[src/rtl/core_defs_pkg.sv]
// Shared definitions for the core's memory-access path: width/rw codes,
// memory stage state encoding and exception codes.
package core_defs_pkg;

  localparam logic [1:0] MW_BYTE = 2'b00;
  localparam logic [1:0] MW_HALF = 2'b01;
  localparam logic [1:0] MW_WORD = 2'b10;
  localparam logic [1:0] MW_ILL  = 2'b11;

  localparam logic RW_LOAD  = 1'b0;
  localparam logic RW_STORE = 1'b1;

  typedef enum logic [1:0] {
    ST_IDLE = 2'd0,
    ST_REQ  = 2'd1,
    ST_WAIT = 2'd2,
    ST_DONE = 2'd3
  } mem_state_e;

  localparam logic [1:0] EXC_NONE    = 2'b00;
  localparam logic [1:0] EXC_ALIGN   = 2'b01;
  localparam logic [1:0] EXC_BUS     = 2'b10;
  localparam logic [1:0] EXC_TIMEOUT = 2'b11;

  // Illegal width code or an address not naturally aligned to the width.
  function automatic logic mem_access_bad(input logic [1:0] width,
                                          input logic [1:0] addr_lo);
    return (width == MW_ILL) ||
           ((width == MW_HALF) && addr_lo[0]) ||
           ((width == MW_WORD) && (addr_lo != 2'b00));
  endfunction

endpackage

[src/rtl/mem_lane_align.sv]
// Byte-lane alignment for a 32-bit data bus: store byte enables and lane
// replication, load lane extraction with sign/zero extension.
module mem_lane_align
  import core_defs_pkg::*;
(
  input  logic        is_store,
  input  logic [1:0]  width,
  input  logic [1:0]  addr_lo,
  input  logic [31:0] st_data,
  input  logic [31:0] rdata,
  input  logic        rd_zext,
  output logic [3:0]  be,
  output logic [31:0] wdata,
  output logic [31:0] ld_data
);

  function automatic logic [31:0] ext8(input logic [7:0] v, input logic zext);
    logic signed [7:0]  s;
    logic signed [31:0] w;
    s = signed'(v);
    w = s;
    return zext ? {24'd0, v} : w;
  endfunction

  function automatic logic [31:0] ext16(input logic [15:0] v, input logic zext);
    logic signed [15:0] s;
    logic signed [31:0] w;
    s = signed'(v);
    w = s;
    return zext ? {16'd0, v} : w;
  endfunction

  logic [31:0] sh;

  // Store side: byte enables follow the address, data is replicated on every lane.
  always_comb begin
    be    = 4'b1111;
    wdata = '0;
    if (is_store) begin
      case (width)
        MW_BYTE: begin
          be    = 4'b0001 << addr_lo;
          wdata = {4{st_data[7:0]}};
        end
        MW_HALF: begin
          be    = 4'b0011 << addr_lo;
          wdata = {2{st_data[15:0]}};
        end
        default: begin
          be    = 4'b1111;
          wdata = st_data;
        end
      endcase
    end
  end

  // Load side: shift the addressed lane down to bit 0, then extend.
  always_comb begin
    sh = rdata >> {addr_lo, 3'b000};
    case (width)
      MW_BYTE: ld_data = ext8(sh[7:0], rd_zext);
      MW_HALF: ld_data = ext16(sh[15:0], rd_zext);
      default: ld_data = sh;
    endcase
  end

endmodule

[src/rtl/mem_stage.sv]
// Memory-access stage: turns EX/MEM load/store requests into a single
// outstanding req/gnt/rvalid bus transaction, stalls upstream while it is in
// flight, and forwards ALU/CSR results to MEM/WB.
module mem_stage
  import core_defs_pkg::*;
#(
  parameter int unsigned TIMEOUT_CYC = 255
) (
  input  logic        clk,
  input  logic        rst_n,
  input  logic [31:0] exmem_reg_wdata_i,
  input  logic [4:0]  exmem_reg_waddr_i,
  input  logic        exmem_reg_we_i,
  input  logic [31:0] exmem_csr_wdata_i,
  input  logic [11:0] exmem_csr_waddr_i,
  input  logic        exmem_csr_we_i,
  input  logic        exmem_mtype_i,
  input  logic        exmem_mem_rw_i,
  input  logic [1:0]  exmem_mem_width_i,
  input  logic [31:0] exmem_mem_addr_i,
  input  logic        exmem_mem_rdtype_i,
  output logic        mem_req_o,
  output logic        mem_we_o,
  output logic [31:0] mem_addr_o,
  output logic [3:0]  mem_be_o,
  output logic [31:0] mem_wdata_o,
  input  logic        mem_gnt_i,
  input  logic        mem_rvalid_i,
  input  logic [31:0] mem_rdata_i,
  input  logic        mem_err_i,
  output logic [31:0] mem_reg_wdata_o,
  output logic [4:0]  mem_reg_waddr_o,
  output logic        mem_reg_we_o,
  output logic [31:0] mem_csr_wdata_o,
  output logic [11:0] mem_csr_waddr_o,
  output logic        mem_csr_we_o,
  output logic        mem_stall_req_o,
  output logic        mem_exc_o,
  output logic [1:0]  mem_exc_code_o
);

  mem_state_e  state_q, state_d;
  logic [31:0] rdata_q, rdata_d;
  logic [1:0]  err_q, err_d;
  logic [31:0] timer_q, timer_d;

  logic        bad;
  logic        go;
  logic        is_store;
  logic [31:0] tmo_cnt;
  logic        tmo_hit;

  logic [3:0]  lane_be;
  logic [31:0] lane_wdata;
  logic [31:0] lane_ld;

  logic        req_c;
  logic        stall_c;
  logic        exc_c;
  logic [1:0]  code_c;
  logic [31:0] reg_wdata_c;
  logic        reg_we_c;
  logic        csr_we_c;

  assign bad      = exmem_mtype_i & mem_access_bad(exmem_mem_width_i, exmem_mem_addr_i[1:0]);
  assign go       = exmem_mtype_i & ~bad;
  assign is_store = (exmem_mem_rw_i == RW_STORE);

  // The cycle that issues the request from IDLE counts as request cycle zero,
  // so the watchdog bounds the total number of stall cycles.
  assign tmo_cnt = (state_q == ST_IDLE) ? 32'd0 : timer_q;
  assign tmo_hit = (TIMEOUT_CYC != 0) && (tmo_cnt >= TIMEOUT_CYC - 1);

  mem_lane_align u_align (
    .is_store (is_store),
    .width    (exmem_mem_width_i),
    .addr_lo  (exmem_mem_addr_i[1:0]),
    .st_data  (exmem_reg_wdata_i),
    .rdata    (rdata_q),
    .rd_zext  (exmem_mem_rdtype_i),
    .be       (lane_be),
    .wdata    (lane_wdata),
    .ld_data  (lane_ld)
  );

  // State, captured response and watchdog registers.
  always_ff @(posedge clk or negedge rst_n) begin
    if (!rst_n) begin
      state_q <= ST_IDLE;
      rdata_q <= '0;
      err_q   <= EXC_NONE;
      timer_q <= '0;
    end else begin
      state_q <= state_d;
      rdata_q <= rdata_d;
      err_q   <= err_d;
      timer_q <= timer_d;
    end
  end

  // Next-state: bus handshake progress, response capture and watchdog abort.
  always_comb begin
    state_d = state_q;
    rdata_d = rdata_q;
    err_d   = err_q;
    timer_d = timer_q;
    case (state_q)
      ST_IDLE: begin
        timer_d = '0;
        err_d   = EXC_NONE;
        if (go) begin
          timer_d = 32'd1;
          if (mem_gnt_i) begin
            state_d = ST_WAIT;
          end else if (tmo_hit) begin
            state_d = ST_DONE;
            err_d   = EXC_TIMEOUT;
          end else begin
            state_d = ST_REQ;
          end
        end
      end
      ST_REQ: begin
        timer_d = timer_q + 32'd1;
        if (mem_gnt_i) begin
          state_d = ST_WAIT;
        end else if (tmo_hit) begin
          state_d = ST_DONE;
          err_d   = EXC_TIMEOUT;
        end
      end
      ST_WAIT: begin
        timer_d = timer_q + 32'd1;
        if (mem_rvalid_i) begin
          state_d = ST_DONE;
          rdata_d = mem_rdata_i;
          err_d   = mem_err_i ? EXC_BUS : EXC_NONE;
        end else if (tmo_hit) begin
          state_d = ST_DONE;
          err_d   = EXC_TIMEOUT;
        end
      end
      default: begin
        timer_d = '0;
        state_d = ST_IDLE;
      end
    endcase
  end

  // Outputs: request/stall per state, result selection and write-enable gating.
  always_comb begin
    req_c       = 1'b0;
    stall_c     = 1'b0;
    exc_c       = 1'b0;
    code_c      = EXC_NONE;
    reg_wdata_c = exmem_reg_wdata_i;
    reg_we_c    = exmem_reg_we_i;
    csr_we_c    = exmem_csr_we_i;
    case (state_q)
      ST_IDLE: begin
        if (bad) begin
          exc_c    = 1'b1;
          code_c   = EXC_ALIGN;
          reg_we_c = 1'b0;
          csr_we_c = 1'b0;
        end else if (go) begin
          req_c    = 1'b1;
          stall_c  = 1'b1;
          reg_we_c = 1'b0;
          csr_we_c = 1'b0;
        end
      end
      ST_REQ: begin
        req_c    = 1'b1;
        stall_c  = 1'b1;
        reg_we_c = 1'b0;
        csr_we_c = 1'b0;
      end
      ST_WAIT: begin
        stall_c  = 1'b1;
        reg_we_c = 1'b0;
        csr_we_c = 1'b0;
      end
      default: begin
        if (!is_store) reg_wdata_c = lane_ld;
        if (err_q != EXC_NONE) begin
          exc_c    = 1'b1;
          code_c   = err_q;
          reg_we_c = 1'b0;
          csr_we_c = 1'b0;
        end
      end
    endcase
  end

  assign mem_req_o       = rst_n & req_c;
  assign mem_we_o        = rst_n & req_c & is_store;
  assign mem_addr_o      = (rst_n & req_c) ? {exmem_mem_addr_i[31:2], 2'b00} : '0;
  assign mem_be_o        = (rst_n & req_c) ? lane_be : '0;
  assign mem_wdata_o     = (rst_n & req_c) ? lane_wdata : '0;

  assign mem_reg_wdata_o = rst_n ? reg_wdata_c : '0;
  assign mem_reg_waddr_o = rst_n ? exmem_reg_waddr_i : '0;
  assign mem_reg_we_o    = rst_n & reg_we_c;
  assign mem_csr_wdata_o = rst_n ? exmem_csr_wdata_i : '0;
  assign mem_csr_waddr_o = rst_n ? exmem_csr_waddr_i : '0;
  assign mem_csr_we_o    = rst_n & csr_we_c;
  assign mem_stall_req_o = rst_n & stall_c;
  assign mem_exc_o       = rst_n & exc_c;
  assign mem_exc_code_o  = rst_n ? code_c : EXC_NONE;

endmodule

[config.mk]
export PLATFORM = sky130hd
export DESIGN_NAME = mem_stage
export DESIGN_NICKNAME = d
export VERILOG_FILES = /design/src/rtl/core_defs_pkg.sv /design/src/rtl/mem_lane_align.sv /design/src/rtl/mem_stage.sv
export SDC_FILE = /design/constraint.sdc
export NUM_CORES = 1
export LEC_CHECK = 0
export CAP_MARGIN = 20
export CORE_MARGIN = 3
export CORE_UTILIZATION = 30
export CTS_CLUSTER_DIAMETER = 40
export DETAILED_ROUTE_END_ITERATION = 6
export PLACE_DENSITY_LB_ADDON = 0.05
export SYNTH_ARGS = -nofsm -noshare
export SYNTH_HDL_FRONTEND = slang
export SYNTH_SLANG_ARGS = --single-unit
[constraint.sdc]
create_clock -name clk -period 3.5 [get_ports clk]
set_clock_uncertainty 0.05 [all_clocks]
set_input_delay 0.525 -clock clk [delete_from_list [all_inputs] [get_ports clk]]
set_output_delay 0.525 -clock clk [all_outputs]
set_load 0.02 [all_outputs]
==> report_table.html, run 1 <==
<table>
<tr><th>Metric</th><th>Value</th></tr>
<tr><th colspan="2">Finish</th></tr>
<tr><td>Area growth syn-to-layout</td><td>70.1%</td></tr>
<tr><td>Fraction of layout cells with a size suffix above 1</td><td>roughly a tenth</td></tr>
<tr><td># nets final</td><td>~1100</td></tr>
<tr><td>Number of non-filler instances in the completed layout</td><td>1186</td></tr>
<tr><th colspan="2">Clocking</th></tr>
<tr><td>Insertion delay to the later sink of the worst-skew pair</td><td>approximately 0.33 ns</td></tr>
<tr><td>CTS Root Buffer Type</td><td>sky130_fd_sc_hd__clkbuf_16</td></tr>
<tr><td>Clock buffer depth</td><td>2</td></tr>
<tr><td>TritonCTS buffer count</td><td>9</td></tr>
<tr><td>CTS tree</td><td>done</td></tr>
<tr><td>CTS Hold Buffers Added</td><td>0</td></tr>
<tr><td>Clock Sinks</td><td>a little under 70</td></tr>
<tr><td>Register clock-pin slew on the reported worst setup and hold paths</td><td>0.06 ns</td></tr>
<tr><td>Number of levels the H-tree was split into</td><td>3</td></tr>
<tr><th colspan="2">Global routing</th></tr>
<tr><td>Leftover overflow at the end of global routing</td><td>0</td></tr>
<tr><td>Antenna violations before repair</td><td>6</td></tr>
<tr><td>First-pass GRT wire length</td><td>slightly below 40000 um</td></tr>
<tr><td>Aggregate global-route resource usage</td><td>25.9%</td></tr>
<tr><td>Pin count of the biggest net entering global routing</td><td>58</td></tr>
<tr><td>Vias in the first global route</td><td>between 5000 and 6000</td></tr>
<tr><th colspan="2">STA</th></tr>
<tr><td>Minimum setup slack in the final design</td><td>between 0.1 and 0.15 ns</td></tr>
<tr><td>Final number of hold-violating endpoints</td><td>0</td></tr>
<tr><td>Max Transition Viols Final</td><td>0</td></tr>
<tr><td>Slew HR</td><td>around 53%</td></tr>
<tr><td>Worst-Margin Slew</td><td>roughly 0.7 ns</td></tr>
<tr><td>Hold Slack</td><td>approximately 0.028 ns</td></tr>
<tr><td>Timing-limited maximum frequency</td><td>a little under 300 MHz</td></tr>
<tr><td>Final setup violation count</td><td>0</td></tr>
<tr><td>Min Tclk post-route</td><td>roughly 3.4 ns</td></tr>
<tr><td>Final period util</td><td>between 90% and 100%</td></tr>
<tr><td>RSZ-0062 raised after global routing</td><td>no</td></tr>
<tr><th colspan="2">Critical path</th></tr>
<tr><td>Kind of launch point of the worst setup path</td><td>input pin</td></tr>
<tr><td>WS Path Type</td><td>input pin to output port</td></tr>
<tr><td>Endpoint kind of the worst setup timing path</td><td>output port</td></tr>
<tr><td>WP data required</td><td>between 2 and 3 ns</td></tr>
<tr><td>Logic depth of the worst register-to-register path</td><td>5</td></tr>
<tr><td>Signal arrival time at the worst endpoint</td><td>~2.8 ns</td></tr>
<tr><td>Highest fanout seen on the critical path</td><td>25</td></tr>
<tr><th colspan="2">Route</th></tr>
<tr><td>Vias per cell</td><td>just over 5</td></tr>
<tr><td>DRT Wirelength</td><td>~27000 um</td></tr>
<tr><td># DRC</td><td>0</td></tr>
<tr><td>Number of detailed-route iterations in the first pass</td><td>5</td></tr>
<tr><td>Initial DRC count</td><td>slightly above 400</td></tr>
<tr><td>Total via count in the routed design</td><td>roughly 6100</td></tr>
<tr><td>Per-cell routed wire length</td><td>22.4 um</td></tr>
<tr><td>Number of nets with antenna violations after routing</td><td>0</td></tr>
<tr><th colspan="2">Synth</th></tr>
<tr><td>Largest area contributor in the synthesized netlist</td><td>sky130_fd_sc_hd__dfrtp_1</td></tr>
<tr><td>Top cells by count, synth</td><td>sky130_fd_sc_hd__and2_1, sky130_fd_sc_hd__dfrtp_1, sky130_fd_sc_hd__nor2_1</td></tr>
<tr><td>Top-count cell post-synth</td><td>sky130_fd_sc_hd__and2_1</td></tr>
<tr><td>Synth async-reset ratio</td><td>100%</td></tr>
<tr><td>Number of synthesized register bits</td><td>68</td></tr>
<tr><td>Synth Flop Type</td><td>sky130_fd_sc_hd__dfrtp_1</td></tr>
<tr><td>Number of enable-type register cells in the synthesized netlist</td><td>0</td></tr>
<tr><td>Summed instance area of the synthesized netlist</td><td>5330 sq um</td></tr>
<tr><td>Register area share after synthesis</td><td>between 30% and 40%</td></tr>
<tr><td>Proportion of netlist area held by the largest area contributor</td><td>a little under a third</td></tr>
<tr><td>Cell count after synthesis</td><td>between 600 and 700</td></tr>
<tr><td>Synth area leaders</td><td>sky130_fd_sc_hd__dfrtp_1, sky130_fd_sc_hd__and2_1, sky130_fd_sc_hd__mux2_2</td></tr>
<tr><td>Synthesis warning total</td><td>0</td></tr>
<tr><td>Mean cell area of the mapped netlist</td><td>roughly 8.3 sq um</td></tr>
<tr><td>Number of unique standard cell types used by synthesis</td><td>between 40 and 50</td></tr>
<tr><th colspan="2">Floorplanning</th></tr>
<tr><td>Horiz. Die Dim</td><td>between 100 and 150 um</td></tr>
<tr><td>Placeable core area</td><td>around 17000 sq um</td></tr>
<tr><td>Rows</td><td>48</td></tr>
<tr><td>Die extent in y</td><td>approximately 140 um</td></tr>
<tr><td>Number of top-level design ports</td><td>314</td></tr>
<tr><td>Area of the die</td><td>between 15000 and 20000 sq um</td></tr>
<tr><td>Starting density of the core</td><td>30.7%</td></tr>
<tr><th colspan="2">Hold path</th></tr>
<tr><td>Worst hold path type</td><td>input pin to async pin</td></tr>
<tr><th colspan="2">Place</th></tr>
<tr><td>Half-perimeter wire length after placement</td><td>around 21000 um</td></tr>
<tr><td>Post-Place Worst Slack</td><td>-0.186 ns</td></tr>
<tr><td>Number of buffers inserted by port buffering</td><td>about 310</td></tr>
<tr><td>Cell total after placement</td><td>around 1200</td></tr>
<tr><td>Last weighted congestion value of the routability-driven placer</td><td>about 1.0</td></tr>
<tr><th colspan="2">Power and ir drop</th></tr>
<tr><td>Power per cell area</td><td>roughly 450 nW/um^2</td></tr>
<tr><td>Max VDD drop</td><td>approximately 340 uV</td></tr>
<tr><td>Static Leakage</td><td>between 0.004 and 0.005 uW</td></tr>
<tr><td>Overall power after layout</td><td>between 4000 and 5000 uW</td></tr>
<tr><th colspan="2">Outcome</th></tr>
<tr><td>Result of the run</td><td>finished, final reports clean</td></tr>
<tr><th colspan="2">Run</th></tr>
<tr><td>Maximum Capacitance Violations</td><td>0</td></tr>
</table>
[through the flow]
stage / utilization (%) / area (sq um) / setup TNS (ns)
finish: 52.2 / 9070 / 0
global route: 52.2 / 9070 / 0
CTS: 51.9 / 9010 / 0
detailed placement: 50.9 / 8830 / -5.69
global placement: 50.9 / 8830 / -2.35
floorplan: - / 5330 / 0
[worst max-delay path, cell delays in order]
cell,delay (ns)
sky130_fd_sc_hd__clkdlybuf4s50_1,0.54
sky130_fd_sc_hd__buf_4,0.21
sky130_fd_sc_hd__o21ai_1,0.16
sky130_fd_sc_hd__nand4_1,0.20
sky130_fd_sc_hd__a21boi_4,0.23
sky130_fd_sc_hd__nand2_1,0.12
sky130_fd_sc_hd__buf_12,0.17
sky130_fd_sc_hd__inv_1,0.05
sky130_fd_sc_hd__clkdlybuf4s50_1,0.59
[cells in the final DEF, fill, tap and decap left out, types with 4 or more instances in the layout]
master,count
sky130_fd_sc_hd__nand3_1,17
sky130_fd_sc_hd__buf_12,4
sky130_fd_sc_hd__nand2b_1,4
sky130_fd_sc_hd__buf_4,35
sky130_fd_sc_hd__and3_1,12
sky130_fd_sc_hd__xnor2_1,18
sky130_fd_sc_hd__nor2_1,67
sky130_fd_sc_hd__a221o_1,16
sky130_fd_sc_hd__a211oi_1,14
sky130_fd_sc_hd__a21oi_1,43
sky130_fd_sc_hd__dlygate4sd2_1,74
sky130_fd_sc_hd__dlymetal6s2s_1,6
sky130_fd_sc_hd__ha_1,7
sky130_fd_sc_hd__o21ai_0,24
sky130_fd_sc_hd__dfrtp_1,68
sky130_fd_sc_hd__inv_1,12
sky130_fd_sc_hd__clkdlybuf4s50_1,228
sky130_fd_sc_hd__nand4_1,11
sky130_fd_sc_hd__nor4_1,16
sky130_fd_sc_hd__nor2b_1,19
sky130_fd_sc_hd__and4_1,5
sky130_fd_sc_hd__nand2_1,47
sky130_fd_sc_hd__nor3_1,6
sky130_fd_sc_hd__clkbuf_16,10
sky130_fd_sc_hd__mux2i_1,25
sky130_fd_sc_hd__and2_1,86
sky130_fd_sc_hd__mux2_2,40
sky130_fd_sc_hd__xor2_1,10
[where the power goes]
part / switching [uW] / internal, uW / total, uW
Combinational: 1080 / 974 / 2050
Sequential: 226 / 1000 / 1230
Clock: 337 / 477 / 814
Total: 1640 / 2460 / 4100
[logic make-up after synthesis]
kind of cell             count (synthesis)  synth area share (%)
AND/OR/NAND/NOR                        298                  29.6
multiplexers                            66                  13.4
XOR/XNOR                                28                  4.60
buffers and inverters                   60                  4.65
other                                    1                0.0704
AO/OA/AOI/OAI                          114                  14.1
flip-flops                              68                  31.9
adder cells (fa/ha/maj)                  7                  1.64
[final cells by class]
| type | count | area [sq um] |
|---|---|---|
| repair buffers | 348 | 3370 |
| flip-flops and latches | 68 | 1700 |
| inverters | 12 | 45.0 |
| clock buffers | 10 | 229 |
| diodes | 2 | 5.00 |
| clock inverters | 6 | 41.3 |
| well taps | 225 | 282 |
| fillers | 1693 | 8290 |
| multi-input cells | 515 | 3390 |
[path summary, 6_finish.rpt]
kind                                     to  slack, ns                 from
worst max-delay path               mem_we_o       0.11  exmem_mem_addr_i[0]
worst min-delay path               err_q[1]       0.03                rst_n
worst max register to register   state_q[0]       1.32          timer_q[25]
worst min register to register   rdata_q[4]       0.45           rdata_q[4]
max in group asynchronous       rdata_q[10]       2.31                rst_n
min in group clk                 rdata_q[4]       0.45           rdata_q[4]
[per-layer routing]
layer  vias up  wire (um)  global-route usage [%]
li1       2870          -                       -
met1      2860      10500                    31.6
met2       262      12700                    43.0
met3        53       2430                    8.80
met4         6        852                    8.70
met5         -         40                       0
[state kept, by name, summed over array words and instances, names as in the netlist]
register  flops
err_q         2
state_q       2
timer_q      32
rdata_q      32
[what timing repair did]
item,CTS,global route
resized for setup,74,8
setup buffers,0,1
hold endpoints to repair,0,0
cloned,0,1
setup endpoints to repair,74,24
pin swaps,0,1
No activity file was read; power rests on OpenSTA's default activity.
==> run 2, diff against run 1 <==
--- a/config.mk
+++ b/config.mk
@@ -6,10 +6,10 @@
 export NUM_CORES = 1
 export LEC_CHECK = 0
 export CAP_MARGIN = 20
-export CORE_MARGIN = 3
-export CORE_UTILIZATION = 30
+export CORE_AREA = 2 2 123 125
 export CTS_CLUSTER_DIAMETER = 40
 export DETAILED_ROUTE_END_ITERATION = 6
+export DIE_AREA = 0 0 125 127
 export PLACE_DENSITY_LB_ADDON = 0.05
 export SYNTH_ARGS = -nofsm -noshare
 export SYNTH_HDL_FRONTEND = slang
==> report_table.html, run 2 (synthesis results as in run 1) <==
<table>
<tr><th>Metric</th><th>Value</th></tr>
<tr><th colspan="2">Clocking</th></tr>
<tr><td>Number of levels the H-tree was split into</td><td>3 (unchanged)</td></tr>
<tr><td>Clock Sinks</td><td>68 (unchanged)</td></tr>
<tr><td>Clock buffer depth</td><td>2 (unchanged)</td></tr>
<tr><td>CTS Hold Buffers Added</td><td>0 (unchanged)</td></tr>
<tr><td>CTS Root Buffer Type</td><td>sky130_fd_sc_hd__clkbuf_16</td></tr>
<tr><td>TritonCTS buffer count</td><td>9 (unchanged)</td></tr>
<tr><td>CTS tree</td><td>done</td></tr>
<tr><td>Insertion delay to the later sink of the worst-skew pair</td><td>0.33 ns (about the same)</td></tr>
<tr><td>Register clock-pin slew on the reported worst setup and hold paths</td><td>0.06 ns (about the same)</td></tr>
<tr><th colspan="2">Critical path</th></tr>
<tr><td>Slowest-stage cell, CP</td><td>sky130_fd_sc_hd__clkdlybuf4s50_1</td></tr>
<tr><td>Critical R2R Capture</td><td>state_q[0]</td></tr>
<tr><td>Crit Reg-Reg Startpoint</td><td>timer_q[25]</td></tr>
<tr><td>WP data required</td><td>2.92 ns (about the same)</td></tr>
<tr><td>Longest individual stage delay on the worst path</td><td>0.71 ns (+0.12 ns)</td></tr>
<tr><td>Logic depth of the worst register-to-register path</td><td>5 (unchanged)</td></tr>
<tr><td>Chain of cells forming the critical path</td><td>clkdlybuf4s50_1 &gt; buf_4 &gt; nor2b_1 &gt; buf_4 &gt; nand2_1 &gt; o21ai_0 &gt; nand2_1 &gt; a21oi_1 &gt; clkdlybuf4s50_1</td></tr>
<tr><td>Signal arrival time at the worst endpoint</td><td>2.89 ns (+0.07 ns)</td></tr>
<tr><td>Kind of launch point of the worst setup path</td><td>input pin</td></tr>
<tr><td>Minimum setup slack among reg-to-reg paths</td><td>1.19 ns (-0.13 ns)</td></tr>
<tr><td>WS Path Type</td><td>input pin to output port</td></tr>
<tr><td>Endpoint kind of the worst setup timing path</td><td>output port</td></tr>
<tr><td>Highest fanout seen on the critical path</td><td>9 (-64%)</td></tr>
<tr><th colspan="2">STA</th></tr>
<tr><td>Timing-limited maximum frequency</td><td>289 MHz (-2.0%)</td></tr>
<tr><td>Accumulated negative setup slack</td><td>0 ns (unchanged)</td></tr>
<tr><td>Final number of hold-violating endpoints</td><td>0 (unchanged)</td></tr>
<tr><td>Final setup violation count</td><td>0 (unchanged)</td></tr>
<tr><td>Worst-Margin Slew</td><td>0.810 ns (+0.106 ns)</td></tr>
<tr><td>Final period util</td><td>98.9% (+2.0 points)</td></tr>
<tr><td>Minimum setup slack in the final design</td><td>0.0392 ns (-0.0706 ns)</td></tr>
<tr><td>Min Tclk post-route</td><td>3.46 ns (+0.0706 ns)</td></tr>
<tr><td>Slew HR</td><td>45.6% (-7.1 points)</td></tr>
<tr><td>Hold Slack</td><td>0.0298 ns (+0.00178 ns)</td></tr>
<tr><td>Max Transition Viols Final</td><td>0 (unchanged)</td></tr>
<tr><th colspan="2">Global routing</th></tr>
<tr><td>Vias in the first global route</td><td>5928 (-0.39%)</td></tr>
<tr><td>Leftover overflow at the end of global routing</td><td>0 (unchanged)</td></tr>
<tr><td>Aggregate global-route resource usage</td><td>31.6% (+5.7 points)</td></tr>
<tr><td>First-pass GRT wire length</td><td>38000 um (-1.2%)</td></tr>
<tr><td>Pin count of the biggest net entering global routing</td><td>45 (-22%)</td></tr>
<tr><td>Antenna violations before repair</td><td>2 (-4)</td></tr>
<tr><th colspan="2">Floorplanning</th></tr>
<tr><td>Starting density of the core</td><td>37.0% (+6.2 points)</td></tr>
<tr><td>Rows</td><td>44 (-8.3%)</td></tr>
<tr><td>Area of the die</td><td>15900 sq um (-18%)</td></tr>
<tr><td>Number of top-level design ports</td><td>314 (unchanged)</td></tr>
<tr><td>Horiz. Die Dim</td><td>125 um (-10%)</td></tr>
<tr><td>Placeable core area</td><td>14400 sq um (-17%)</td></tr>
<tr><td>Die extent in y</td><td>127 um (-8.8%)</td></tr>
<tr><th colspan="2">Hold path</th></tr>
<tr><td>Worst hold path type</td><td>input pin to async pin</td></tr>
<tr><th colspan="2">Route</th></tr>
<tr><td>Vias per cell</td><td>5.44 (+6.6%)</td></tr>
<tr><td>Per-cell routed wire length</td><td>22.8 um (+1.7%)</td></tr>
<tr><td>Initial DRC count</td><td>536 (+29%)</td></tr>
<tr><td>Number of nets with antenna violations after routing</td><td>0 (unchanged)</td></tr>
<tr><td>Number of detailed-route iterations in the first pass</td><td>6 (+1)</td></tr>
<tr><td># DRC</td><td>0 (unchanged)</td></tr>
<tr><td>DRT Wirelength</td><td>26100 um (-1.5%)</td></tr>
<tr><td>Total via count in the routed design</td><td>6249 (+3.3%)</td></tr>
<tr><th colspan="2">Finish</th></tr>
<tr><td>Commonest non-fill, non-tap cell in the layout</td><td>sky130_fd_sc_hd__clkdlybuf4s50_1</td></tr>
<tr><td>Fill cell count</td><td>1248 (-26%)</td></tr>
<tr><td>Area growth syn-to-layout</td><td>71.4%</td></tr>
<tr><td>Regs by FF count</td><td>rdata_q x32, timer_q x32</td></tr>
<tr><td>Fraction of layout cells with a size suffix above 1</td><td>12.0% (+1.5 points)</td></tr>
<tr><td>Most frequent cells in the layout</td><td>sky130_fd_sc_hd__clkdlybuf4s50_1, sky130_fd_sc_hd__and2_1, sky130_fd_sc_hd__dfrtp_1</td></tr>
<tr><td># nets final</td><td>1122 (+0.36%)</td></tr>
<tr><th colspan="2">Run</th></tr>
<tr><td>Maximum Capacitance Violations</td><td>0 (unchanged)</td></tr>
<tr><th colspan="2">Place</th></tr>
<tr><td>Number of buffers inserted by port buffering</td><td>311 (unchanged)</td></tr>
<tr><td>Half-perimeter wire length after placement</td><td>20900 um (-2.7%)</td></tr>
<tr><td>Post-Place Worst Slack</td><td>-0.186 ns (+0.000543 ns)</td></tr>
<tr><td>Last weighted congestion value of the routability-driven placer</td><td>0.957 (-4.0%)</td></tr>
<tr><th colspan="2">Power and ir drop</th></tr>
<tr><td>Static Leakage</td><td>0.00437 uW (+6.1%)</td></tr>
<tr><td>Max VDD drop</td><td>444 uV (+30%)</td></tr>
<tr><td>Power per cell area</td><td>476 nW/um^2 (+5.4%)</td></tr>
<tr><th colspan="2">Outcome</th></tr>
<tr><td>Result of the run</td><td>finished, final reports clean</td></tr>
</table>
## run 2: cell types whose count changed in the layout (fill, tap and decap cells not counted), sizes merged, moves of 2 or more
cell	delta
clkinvlp	-3
bufinv	+2
buf	+13
inv	+2
dlygate4sd2	-25
dlymetal6s2s	+17
## run 2: worst max path at each step
stage                   startpoint             endpoint  slack, ns  depth (start not counted)
3_3_place_gp   exmem_mem_addr_i[1]  mem_reg_wdata_o[20]      -0.15                          8
5_1_grt        exmem_mem_addr_i[1]       mem_addr_o[14]      -0.01                          8
3_5_place_dp   exmem_mem_addr_i[1]  mem_reg_wdata_o[27]      -0.19                          8
2_1_floorplan  exmem_mem_addr_i[0]          mem_be_o[2]       0.72                          6
6_report       exmem_mem_addr_i[1]   mem_reg_wdata_o[8]       0.04                          9
4_1_cts        exmem_mem_addr_i[0]       mem_wdata_o[4]     -0.006                          8
## run 2: through the flow
stage                     power [uW]  instances  instance area, sq um  utilization [%]
after detailed placement        3320       1127                  8750             60.7
after global routing            4550       1148                  9140             63.3
final                           4350       1149                  9140             63.4
after floorplan                 2330        643                  5330                -
after global placement          3280       1127                  8750             60.7
after CTS                       4350       1145                  9050             62.8
## run 2: layout make-up
type | instances | area [sq um] | share of cell area [%]
diodes | 2 | 5.00 | 0.0548
clock buffers | 10 | 239 | 2.62
clock inverters | 6 | 95.1 | 1.04
inverters | 12 | 45.0 | 0.493
multi-input cells | 515 | 3400 | 37.2
flip-flops and latches | 68 | 1700 | 18.6
well taps | 184 | 230 | 2.52
repair buffers | 352 | 3420 | 37.5
## run 2: layer usage
metal	part of all wire, %	up-vias	global-route usage (%)
li1	-	2881	-
met1	44	3019	43.3
met2	48	319	52.0
met3	7.0	30	5.78
met4	1.8	0	7.84
met5	0	-	0
## run 2: critical path: cells and delay by family
kind	cells	cell delay, ns
buf+inv	4	1.65
compound gates	2	0.38
simple gates	3	0.31
## run 2: where the power goes
group / total [uW] / switching (uW) / internal [uW]
logic: 2090 / 1110 / 979
clock network: 1010 / 364 / 650
registers: 1240 / 240 / 1000
## run 2: timing repair
action / 4_1_cts / 5_1_grt
buffers inserted: 1 / 2
setup endpoints to repair: 62 / 32
resized for setup: 53 / 27
cloned: 1 / 0
pin swaps: 1 / 0
==> run 3, diff against run 2 <==
--- a/config.mk
+++ b/config.mk
@@ -8,9 +8,11 @@
 export CAP_MARGIN = 20
 export CORE_AREA = 2 2 123 125
 export CTS_CLUSTER_DIAMETER = 40
+export CTS_CLUSTER_SIZE = 28
 export DETAILED_ROUTE_END_ITERATION = 6
 export DIE_AREA = 0 0 125 127
 export PLACE_DENSITY_LB_ADDON = 0.05
+export SLEW_MARGIN = 20
 export SYNTH_ARGS = -nofsm -noshare
 export SYNTH_HDL_FRONTEND = slang
 export SYNTH_SLANG_ARGS = --single-unit
==> results of run 3 <==
Final layout, timing and power as in run 2 (identical DEF).
